File: config.mk
export PLATFORM = sky130hd
export DESIGN_NAME = rtl_simd_add_stream_chain_flat
export DESIGN_NICKNAME = d
export VERILOG_FILES = /design/src/rtl/rtl_simd_add_stream_chain_if.sv /design/src/rtl/rtl_simd_add_stream_chain.sv /design/src/flat_wrapper.sv
export SDC_FILE = /design/constraint.sdc
export NUM_CORES = 1
export LEC_CHECK = 0
export ABC_AREA = 0
export BUFFER_PORTS_ARGS = -buffer_cell sky130_fd_sc_hd__buf_2
export CAP_MARGIN = 20
export CORE_UTILIZATION = 40
export CTS_CLUSTER_SIZE = 40
export DETAILED_ROUTE_END_ITERATION = 10
export GPL_ROUTABILITY_DRIVEN = 0
export PLACE_DENSITY_LB_ADDON = 0.08
export SLEW_MARGIN = 20
export SYNTH_ARGS = -nofsm -noshare
export SYNTH_HDL_FRONTEND = slang
export SYNTH_SLANG_ARGS = --single-unit
File: constraint.sdc
create_clock -name ap_clk -period 3.53 [get_ports ap_clk]
set_input_delay 0.5295 -clock ap_clk [delete_from_list [all_inputs] [get_ports ap_clk]]
set_output_delay 0.5295 -clock ap_clk [all_outputs]
set_load 0.01 [all_outputs]
File: src/rtl/rtl_simd_add_stream_chain_if.sv
// ----------------------------------------------------------------------------
// rtl_simd_add_stream_chain_if
// Groups the ap_ctrl_chain handshake, the two input FIFO read ports and the
// output FIFO write port of rtl_simd_add_stream_chain.
//   master : the surrounding dataflow region (drives start/continue/ce, the
//            input FIFO data/empty flags and the output FIFO full flag)
//   slave  : the adder block itself
// Parameters: W = lane width, NCH = lanes per stream word.
// ----------------------------------------------------------------------------
interface rtl_simd_add_stream_chain_if #(
  parameter int W   = 11,
  parameter int NCH = 4
);
  logic             ap_ce;
  logic             ap_start;
  logic             ap_continue;
  logic             ap_done;
  logic             ap_idle;
  logic             ap_ready;
  logic [NCH*W-1:0] artl;
  logic             artl_empty_n;
  logic             artl_read;
  logic [NCH*W-1:0] brtl;
  logic             brtl_empty_n;
  logic             brtl_read;
  logic [NCH*W-1:0] z;
  logic             z_full_n;
  logic             z_write;

  modport master (
    output ap_ce, ap_start, ap_continue,
    output artl, artl_empty_n, brtl, brtl_empty_n, z_full_n,
    input  ap_done, ap_idle, ap_ready, artl_read, brtl_read, z, z_write
  );

  modport slave (
    input  ap_ce, ap_start, ap_continue,
    input  artl, artl_empty_n, brtl, brtl_empty_n, z_full_n,
    output ap_done, ap_idle, ap_ready, artl_read, brtl_read, z, z_write
  );
endinterface

File: src/rtl/rtl_simd_add_stream_chain.sv
// ----------------------------------------------------------------------------
// rtl_simd_add_stream_chain
// Streaming SIMD adder with an ap_ctrl_chain handshake. Each transaction pops
// NWORDS word pairs from FIFO streams A and B, adds the NCH packed W-bit lanes
// independently, and pushes NWORDS result words through a two-stage,
// stall-able pipeline (s1 = sum register, s2 = output register z).
//
// Ports:
//   ap_clk  - clock
//   ap_rst  - asynchronous, active-high reset
//   bus     - rtl_simd_add_stream_chain_if.slave:
//             ap_ce/ap_start/ap_continue in, ap_done/ap_idle/ap_ready out,
//             artl/artl_empty_n in, artl_read out,
//             brtl/brtl_empty_n in, brtl_read out,
//             z/z_write out, z_full_n in
//
// Build option: define SIMD_SAT_EN to treat lanes as signed two's complement
// with saturating addition; otherwise lanes wrap modulo 2^W.
// ----------------------------------------------------------------------------
module rtl_simd_add_stream_chain #(
  parameter int W      = 11,
  parameter int NCH    = 4,
  parameter int NWORDS = 5
) (
  input  logic                         ap_clk,
  input  logic                         ap_rst,
  rtl_simd_add_stream_chain_if.slave   bus
);

  localparam int              DW      = NCH * W;
  localparam int              CW      = $clog2(NWORDS + 1);
  localparam logic [CW-1:0]   LAST_RD = CW'(NWORDS - 1);
  localparam logic [CW-1:0]   ALL_WR  = CW'(NWORDS);

  typedef enum logic [1:0] {
    S_IDLE,
    S_RUN,
    S_DRAIN,
    S_DONE
  } state_e;

  state_e          state_q, state_d;
  logic [CW-1:0]   rd_cnt_q, rd_cnt_d;
  logic [CW-1:0]   wr_cnt_q, wr_cnt_d;
  logic            s1_valid_q, s1_valid_d;
  logic [DW-1:0]   s1_data_q, s1_data_d;
  logic            s2_valid_q, s2_valid_d;
  logic [DW-1:0]   z_q, z_d;
  logic            ap_ready_q, ap_ready_d;

  logic [DW-1:0]   lane_sum;
  logic            stall;
  logic            fire;
  logic            z_push;
  logic            s2_load;
  logic            last_rd;
  logic            drained;

  // Per-lane add; the saturating build clamps when both operands share a
  // sign and the wrapped result does not.
  function automatic logic [W-1:0] lane_add(input logic [W-1:0] a,
                                            input logic [W-1:0] b);
    logic [W-1:0] s;
    s = a + b;
`ifdef SIMD_SAT_EN
    if ((a[W-1] == b[W-1]) && (s[W-1] != a[W-1]))
      s = a[W-1] ? {1'b1, {(W-1){1'b0}}} : {1'b0, {(W-1){1'b1}}};
`endif
    return s;
  endfunction

  always_comb begin
    // NOTE: every signal written in an always_comb gets a default first so no
    // path leaves it unassigned (which would infer a latch).
    lane_sum = '0;
    for (int i = 0; i < NCH; i++)
      lane_sum[i*W +: W] = lane_add(bus.artl[i*W +: W], bus.brtl[i*W +: W]);
  end

  // Flow control. A new word may enter s1 unless both stages are full and
  // the output FIFO refuses, which bounds the pipeline to two words.
  always_comb begin
    stall   = s1_valid_q && s2_valid_q && !bus.z_full_n;
    fire    = (state_q == S_RUN) && bus.artl_empty_n && bus.brtl_empty_n
              && !stall && bus.ap_ce;
    z_push  = s2_valid_q && bus.z_full_n && bus.ap_ce;
    s2_load = s1_valid_q && (!s2_valid_q || z_push);
    last_rd = fire && (rd_cnt_q == LAST_RD);
    drained = (wr_cnt_q == ALL_WR) && !s1_valid_q && !s2_valid_q;
  end

  // ---------------- FSM: state register ----------------
  always_ff @(posedge ap_clk or posedge ap_rst) begin
    if (ap_rst)
      state_q <= S_IDLE;
    else if (bus.ap_ce)
      // NOTE: sequential state uses non-blocking assignments so every flop
      // samples pre-edge values regardless of process ordering.
      state_q <= state_d;
  end

  // ---------------- FSM: next state ----------------
  always_comb begin
    state_d = state_q;
    unique case (state_q)
      S_IDLE:  if (bus.ap_start)    state_d = S_RUN;
      S_RUN:   if (last_rd)         state_d = S_DRAIN;
      S_DRAIN: if (drained)         state_d = S_DONE;
      S_DONE:  if (bus.ap_continue) state_d = S_IDLE;
      default:                      state_d = S_IDLE;
    endcase
  end

  // ---------------- FSM: outputs ----------------
  // ap_ready is registered one cycle after the last read; masking with ap_ce
  // defers the visible pulse until the clock is enabled again.
  always_comb begin
    bus.ap_idle   = (state_q == S_IDLE);
    bus.ap_done   = (state_q == S_DONE);
    bus.ap_ready  = ap_ready_q && bus.ap_ce;
    bus.artl_read = fire;
    bus.brtl_read = fire;
    bus.z_write   = z_push;
    bus.z         = z_q;
  end

  // ---------------- Counters and pipeline next state ----------------
  always_comb begin
    rd_cnt_d   = rd_cnt_q;
    wr_cnt_d   = wr_cnt_q;
    s1_valid_d = s1_valid_q;
    s1_data_d  = s1_data_q;
    s2_valid_d = s2_valid_q;
    z_d        = z_q;
    ap_ready_d = last_rd;

    if ((state_q == S_IDLE) && bus.ap_start) begin
      rd_cnt_d = '0;
      wr_cnt_d = '0;
    end
    if (fire)   rd_cnt_d = rd_cnt_q + CW'(1);
    if (z_push) wr_cnt_d = wr_cnt_q + CW'(1);

    // s1 refills on fire; otherwise it empties when its word moves to s2.
    if (fire) begin
      s1_valid_d = 1'b1;
      s1_data_d  = lane_sum;
    end else if (s2_load) begin
      s1_valid_d = 1'b0;
    end

    // z keeps its value whenever it is not reloaded, so it holds under
    // backpressure and retains the last result while idle.
    if (s2_load) begin
      s2_valid_d = 1'b1;
      z_d        = s1_data_q;
    end else if (z_push) begin
      s2_valid_d = 1'b0;
    end
  end

  always_ff @(posedge ap_clk or posedge ap_rst) begin
    if (ap_rst) begin
      rd_cnt_q   <= '0;
      wr_cnt_q   <= '0;
      s1_valid_q <= 1'b0;
      s1_data_q  <= '0;
      s2_valid_q <= 1'b0;
      z_q        <= '0;
      ap_ready_q <= 1'b0;
    end else if (bus.ap_ce) begin
      rd_cnt_q   <= rd_cnt_d;
      wr_cnt_q   <= wr_cnt_d;
      s1_valid_q <= s1_valid_d;
      s1_data_q  <= s1_data_d;
      s2_valid_q <= s2_valid_d;
      z_q        <= z_d;
      ap_ready_q <= ap_ready_d;
    end
  end

endmodule

File: src/flat_wrapper.sv
// flat-port wrapper written by rule: the top's interface ports become plain ports
module rtl_simd_add_stream_chain_flat 
#(
  parameter int W      = 11,
  parameter int NCH    = 4,
  parameter int NWORDS = 5
)
  (ap_clk, ap_rst, bus_ap_ce, bus_ap_start, bus_ap_continue, bus_artl, bus_artl_empty_n, bus_brtl, bus_brtl_empty_n, bus_z_full_n, bus_ap_done, bus_ap_idle, bus_ap_ready, bus_artl_read, bus_brtl_read, bus_z, bus_z_write);
  rtl_simd_add_stream_chain_if #(.W(W), .NCH(NCH)) bus_i ();
  input  logic ap_clk;
  input  logic ap_rst;
  input wire logic [$bits(bus_i.ap_ce)-1:0] bus_ap_ce;
  input wire logic [$bits(bus_i.ap_start)-1:0] bus_ap_start;
  input wire logic [$bits(bus_i.ap_continue)-1:0] bus_ap_continue;
  input wire logic [$bits(bus_i.artl)-1:0] bus_artl;
  input wire logic [$bits(bus_i.artl_empty_n)-1:0] bus_artl_empty_n;
  input wire logic [$bits(bus_i.brtl)-1:0] bus_brtl;
  input wire logic [$bits(bus_i.brtl_empty_n)-1:0] bus_brtl_empty_n;
  input wire logic [$bits(bus_i.z_full_n)-1:0] bus_z_full_n;
  output wire logic [$bits(bus_i.ap_done)-1:0] bus_ap_done;
  output wire logic [$bits(bus_i.ap_idle)-1:0] bus_ap_idle;
  output wire logic [$bits(bus_i.ap_ready)-1:0] bus_ap_ready;
  output wire logic [$bits(bus_i.artl_read)-1:0] bus_artl_read;
  output wire logic [$bits(bus_i.brtl_read)-1:0] bus_brtl_read;
  output wire logic [$bits(bus_i.z)-1:0] bus_z;
  output wire logic [$bits(bus_i.z_write)-1:0] bus_z_write;
  assign bus_i.ap_ce = bus_ap_ce;
  assign bus_i.ap_start = bus_ap_start;
  assign bus_i.ap_continue = bus_ap_continue;
  assign bus_i.artl = bus_artl;
  assign bus_i.artl_empty_n = bus_artl_empty_n;
  assign bus_i.brtl = bus_brtl;
  assign bus_i.brtl_empty_n = bus_brtl_empty_n;
  assign bus_i.z_full_n = bus_z_full_n;
  assign bus_ap_done = bus_i.ap_done;
  assign bus_ap_idle = bus_i.ap_idle;
  assign bus_ap_ready = bus_i.ap_ready;
  assign bus_artl_read = bus_i.artl_read;
  assign bus_brtl_read = bus_i.brtl_read;
  assign bus_z = bus_i.z;
  assign bus_z_write = bus_i.z_write;
  rtl_simd_add_stream_chain #(.W(W), .NCH(NCH), .NWORDS(NWORDS)) u_core (.ap_clk(ap_clk), .ap_rst(ap_rst), .bus(bus_i));
endmodule
Word level (Yosys, flattened, before mapping)
Cells that the tools add are included.
Widths: inputs -> output; s select.
{"block": "word_totals", "regBits": 99, "input_bits": 96, "output_inout_bits": 50, "elab_cells": 66}
{"block": "op_classes", "add_sub_neg": 6, "eq_ne": 9, "n_mux": 12, "n_reduce_logical": 31}
{"cell": "$add 11x11->11", "count": 4}
{"cell": "$logic_and 1x1->1", "count": 14}
{"cell": "$reduce_and 2->1", "count": 6}
{"cell": "$mux 3", "count": 3}
{"cell": "$mux 2", "count": 4}
{"cell": "$pmux 2 s4", "count": 1}
{"cell": "$reduce_bool 2->1", "count": 4}
{"cell": "$add 3x1->3 const B", "count": 2}
{"cell": "$eq 3x3->1 const B", "count": 2}
{"cell": "$reduce_and 5->1", "count": 1}
{"cell": "$eq 2x2->1 const B", "count": 2}
{"cell": "$logic_not 1->1", "count": 4}
{"cell": "$mux 1", "count": 4}
{"cell": "$ne 2x1->1 const B", "count": 2}
{"cell": "$ne 2x2->1 const B", "count": 2}
{"cell": "$eq 2x1->1 const B", "count": 1}
{"cell": "$logic_not 2->1", "count": 1}
{"cell": "$logic_or 1x1->1", "count": 1}

Logic depth before layout (Yosys ltp)
{"block": "logic_depth", "ltp_word": 8, "ltp_mapped": 9, "depth_no_buf": 8}

Worst setup path after synthesis
OpenSTA, ideal clock, no wires.
{"block": "synth_timing", "path_type": "input-to-reg", "start": "input port bus_brtl[11]", "end": "register u_core.s1_data_q[19]", "arrival_time_ns": 2.159, "t_required_ns": 3.461, "path_slack_ns": 1.302, "cell_stages": 8, "path_cell_list": "ha_1 -> inv_1 -> fa_1 -> nand2b_1 -> a21oi_1 -> a31oi_1 -> or4_1 -> nand3_1"}
{"block": "synth_via", "elab_chain_cells": 1}
{"element": "start, declared", "line": "flat_wrapper.sv:17", "rtl": "input wire logic [$bits(bus_i.brtl)-1:0] bus_brtl;"}
{"element": "$add 11x11->11", "line": "rtl_simd_add_stream_chain.sv:64", "rtl": "s = a + b;"}
{"element": "end signal, assigned", "line": "rtl_simd_add_stream_chain.sv:175", "rtl": "s1_data_q <= s1_data_d;"}
{"element": "end, declared", "line": "rtl_simd_add_stream_chain.sv:46", "rtl": "logic [DW-1:0] s1_data_q, s1_data_d;"}
Every way passes these cells.
A chain may end at the register's enable or synchronous reset.

Worst setup path in the final report
{"block": "layout_timing", "start": "register u_core.state_q[1]", "end": "output port bus_brtl_read"}
{"block": "layout_via", "elab_chain_cells": 5}
{"element": "start, declared", "line": "rtl_simd_add_stream_chain.sv:42", "rtl": "state_e state_q, state_d;"}
{"element": "start signal, assigned", "line": "rtl_simd_add_stream_chain.sv:99", "rtl": "state_q <= state_d;"}
{"element": "$eq 2x1->1", "line": "rtl_simd_add_stream_chain.sv:84", "rtl": "fire = (state_q == S_RUN) && bus.artl_empty_n && bus.brtl_empty_n"}
{"element": "$logic_and 1x1->1 (2 in series)", "line": "rtl_simd_add_stream_chain.sv:84"}
{"element": "$logic_and 1x1->1 (2 in series)", "line": "rtl_simd_add_stream_chain.sv:85", "rtl": "&& !stall && bus.ap_ce;"}
{"element": "end, declared", "line": "flat_wrapper.sv:24", "rtl": "output wire logic [$bits(bus_i.brtl_read)-1:0] bus_brtl_read;"}
Every way passes these cells.

==> impl_metrics.ini <==
[clock_tree]
hold_buffers = 0
clk_latency_ns = 0.34
path_clk_slew_ns = 0.07
cts_setup_buffers = 0
cts-root-buf = clkbuf_16
numCtsBuffers = 9
cts_resized = 0
clock-sinks = 99
clockBufferDepth = 2
cts_tree = done
h-tree-depth = 3

[layout]
final_net_count = 841
final_cell_area_mm2 = 0.00685
area_growth_pct = 21.3
fillers = 1334
antenna_cells = 0
drive_above_1_share_pct = 30.7
instances_no_fill = 878

[grt]
grt_antenna_before_repair = 0
overflow = 0
grt_pass1_vias = 4484
grtUsageTotal_pct = 18.0
grt_max_degree = 97
grt_pass1_wl_um = 20800

[critical_path]
reg2reg_depth = 8
reg2reg_slack_ns = 1.25
criticalPathCategory = flip-flop to output port
cp_max_fo = 23
crit_path_start = u_core.state_q[1]
cp-end-kind = output port
crit_required_ns = 3.00
start_kind = flip-flop
reg2reg_from = u_core.state_q[1]
r2r-end = u_core.state_q[1]
cp.arrival_ns = 1.91
critPathCapture = bus_brtl_read

[placement]
dp.cells = 862
dpl-instance-area_mm2 = 0.00657
place.port_buffers = 145
post-dp-hpwl_um = 9100

[yosys]
synth_seq_cells = 99
synth_warnings = 0
synth.avg_cell_area_um2 = 10.3
synthArstFlopShare_pct = 100
synth_edf_count = 0
synth_area_mm2 = 0.00565
yosysTopAreaCell = dfrtp_1
synthTopCellsByArea = dfrtp_1, ha_1, mux2_2, nand2_1, o21ai_0
synth_cell_types = 46
ys.flop_type = dfrtp_1
synth_top_area_share_pct = 43.9
synthCells = 550
ys_seq_area_share_pct = 43.9
syn_nets = 698

[status]
status = finished with violations
violations = design-rule violations

[timing]
rsz0062_at_grt = no
setup_tns_ns = 0
period_needed_ns = 2.44
worst_pin_slew_ns = 0.886
slew_viol_final = 0
fmax_mhz = 410
hold_violations = 0
setup_violations = 0
fin_skew_ns = 0.00586
relSlewSlack_pct = 40.9
period_share_pct = 69.0

[pwr]
p_per_area_mw_per_mm2 = 640
p_leak_nw = 3.52
ir_drop_v = 0.000272

[route]
dr.pass1.iters = 7
viasPerCell = 5.12
routed_wirelength_um = 12300
drt_iter0_markers = 163
drc = 2
antenna_left = 0
vias = 4492
wl_per_cell_um = 14.0

[flow_run]
maxCapViolations = 0

[floorplan]
die_w_um = 121
fp.coreArea_mm2 = 0.0138
die_h_um = 121
start_util_pct = 40.8
fp-row-count = 43
fp.dieArea_mm2 = 0.0146
io_pins = 146

[hold_path]
min_path_type = primary input to async pin
[kinds of logic (layout without fill, tap and decap cells)]
family                   count (synthesis)  in the layout  synth area share (%)
XOR/XNOR                                22             22                  3.41
adder cells (fa/ha/maj)                 52             52                  12.1
multiplexers                            51             51                  10.1
AND/OR/NAND/NOR                        145            145                  12.0
AO/OA/AOI/OAI                          137            137                  15.3
buffers and inverters                   44            192                  3.24
flip-flops                              99             99                  43.9
[metrics by stage]
stage / utilization [%] / hold WS (ns) / setup slack (ns) / total power, mW
2_1_floorplan: - / 0.440 / 0.410 / 2.92
3_3_place_gp: 47.5 / 0.454 / 1.11 / 3.45
3_5_place_dp: 47.5 / 0.457 / 1.02 / 3.51
4_1_cts: 49.5 / 0.331 / 1.06 / 4.46
5_1_grt: 49.5 / 0.355 / 0.937 / 4.74
6_report: 49.5 / 0.303 / 1.09 / 4.38
[layer usage]
| layer | vias up | wire [µm] | GRT usage (%) | share of wire, % |
|---|---|---|---|---|
| li1 | 2255 | - | - | - |
| met1 | 2117 | 5770 | 23.3 | 47 |
| met2 | 108 | 5580 | 29.1 | 45 |
| met5 | - | 0 | 0 | 0 |
| met3 | 12 | 766 | 4.67 | 6.2 |
| met4 | 0 | 174 | 6.17 | 1.4 |
[final cells by class]
type / instances / area (µm²) / area share [%]
tap: 180 / 225 / 3.29
sequential: 99 / 2480 / 36.2
timing repair buffer: 149 / 768 / 11.2
clock buffer: 11 / 253 / 3.69
clock inverter: 5 / 27.5 / 0.402
inverter: 27 / 104 / 1.52
multi-input combinational: 407 / 2990 / 43.7
[worst max-delay path, cell delays in order, from the launching register on]
cell	delay [ns]
dfrtp_1	0.42
inv_1	0.09
ha_1	0.17
nand4_1	0.09
a21o_2	0.21
inv_2	0.36
buf_2	0.22
[how the worst min path moves through the flow]
stage | start | cells after the start | end
2_1_floorplan | u_core.s1_data_q[0] | 2 | u_core.s1_data_q[0]
3_3_place_gp | u_core.s1_data_q[11] | 2 | u_core.s1_data_q[11]
3_5_place_dp | u_core.s1_data_q[22] | 2 | u_core.s1_data_q[22]
4_1_cts | ap_rst | 2 | u_core.s1_data_q[31]
5_1_grt | ap_rst | 2 | u_core.s1_data_q[18]
6_report | ap_rst | 2 | u_core.bus.z[17]
[layout by cell type, fill, tap and decap left out, drive strengths merged, types with 17 or more instances in the layout]
cell type and count:
a21oi 23, xor2 18, mux2 45, nor2 21, nand2 64, dfrtp 99, a21o 17, inv 27
buf 149, o21ai 46, ha 48
[state kept, by name, summed over array words and instances, names as in the netlist]
name,cells
u_core.ap_ready_q,1
u_core.bus.z,44
u_core.rd_cnt_q,3
u_core.s1_data_q,44
u_core.s1_valid_q,1
u_core.s2_valid_q,1
u_core.state_q,2
u_core.wr_cnt_q,3
[cells in the mapped netlist (all sizes together), types with 14 or more instances]
master	count
dfrtp	99
mux2	45
nor2	21
buf	14
a21oi	23
nand2	64
nand3	16
o21ai	46
xor2	18
inv	27
a21o	17
ha	48
[power by group]
part           internal (mW)  leakage [nW]  switching [mW]
Clock                  0.511         0.141           0.417
Combinational          0.758          2.14           0.776
Sequential              1.65          1.24           0.269
Note: power is estimated with default switching activity, not from simulation.
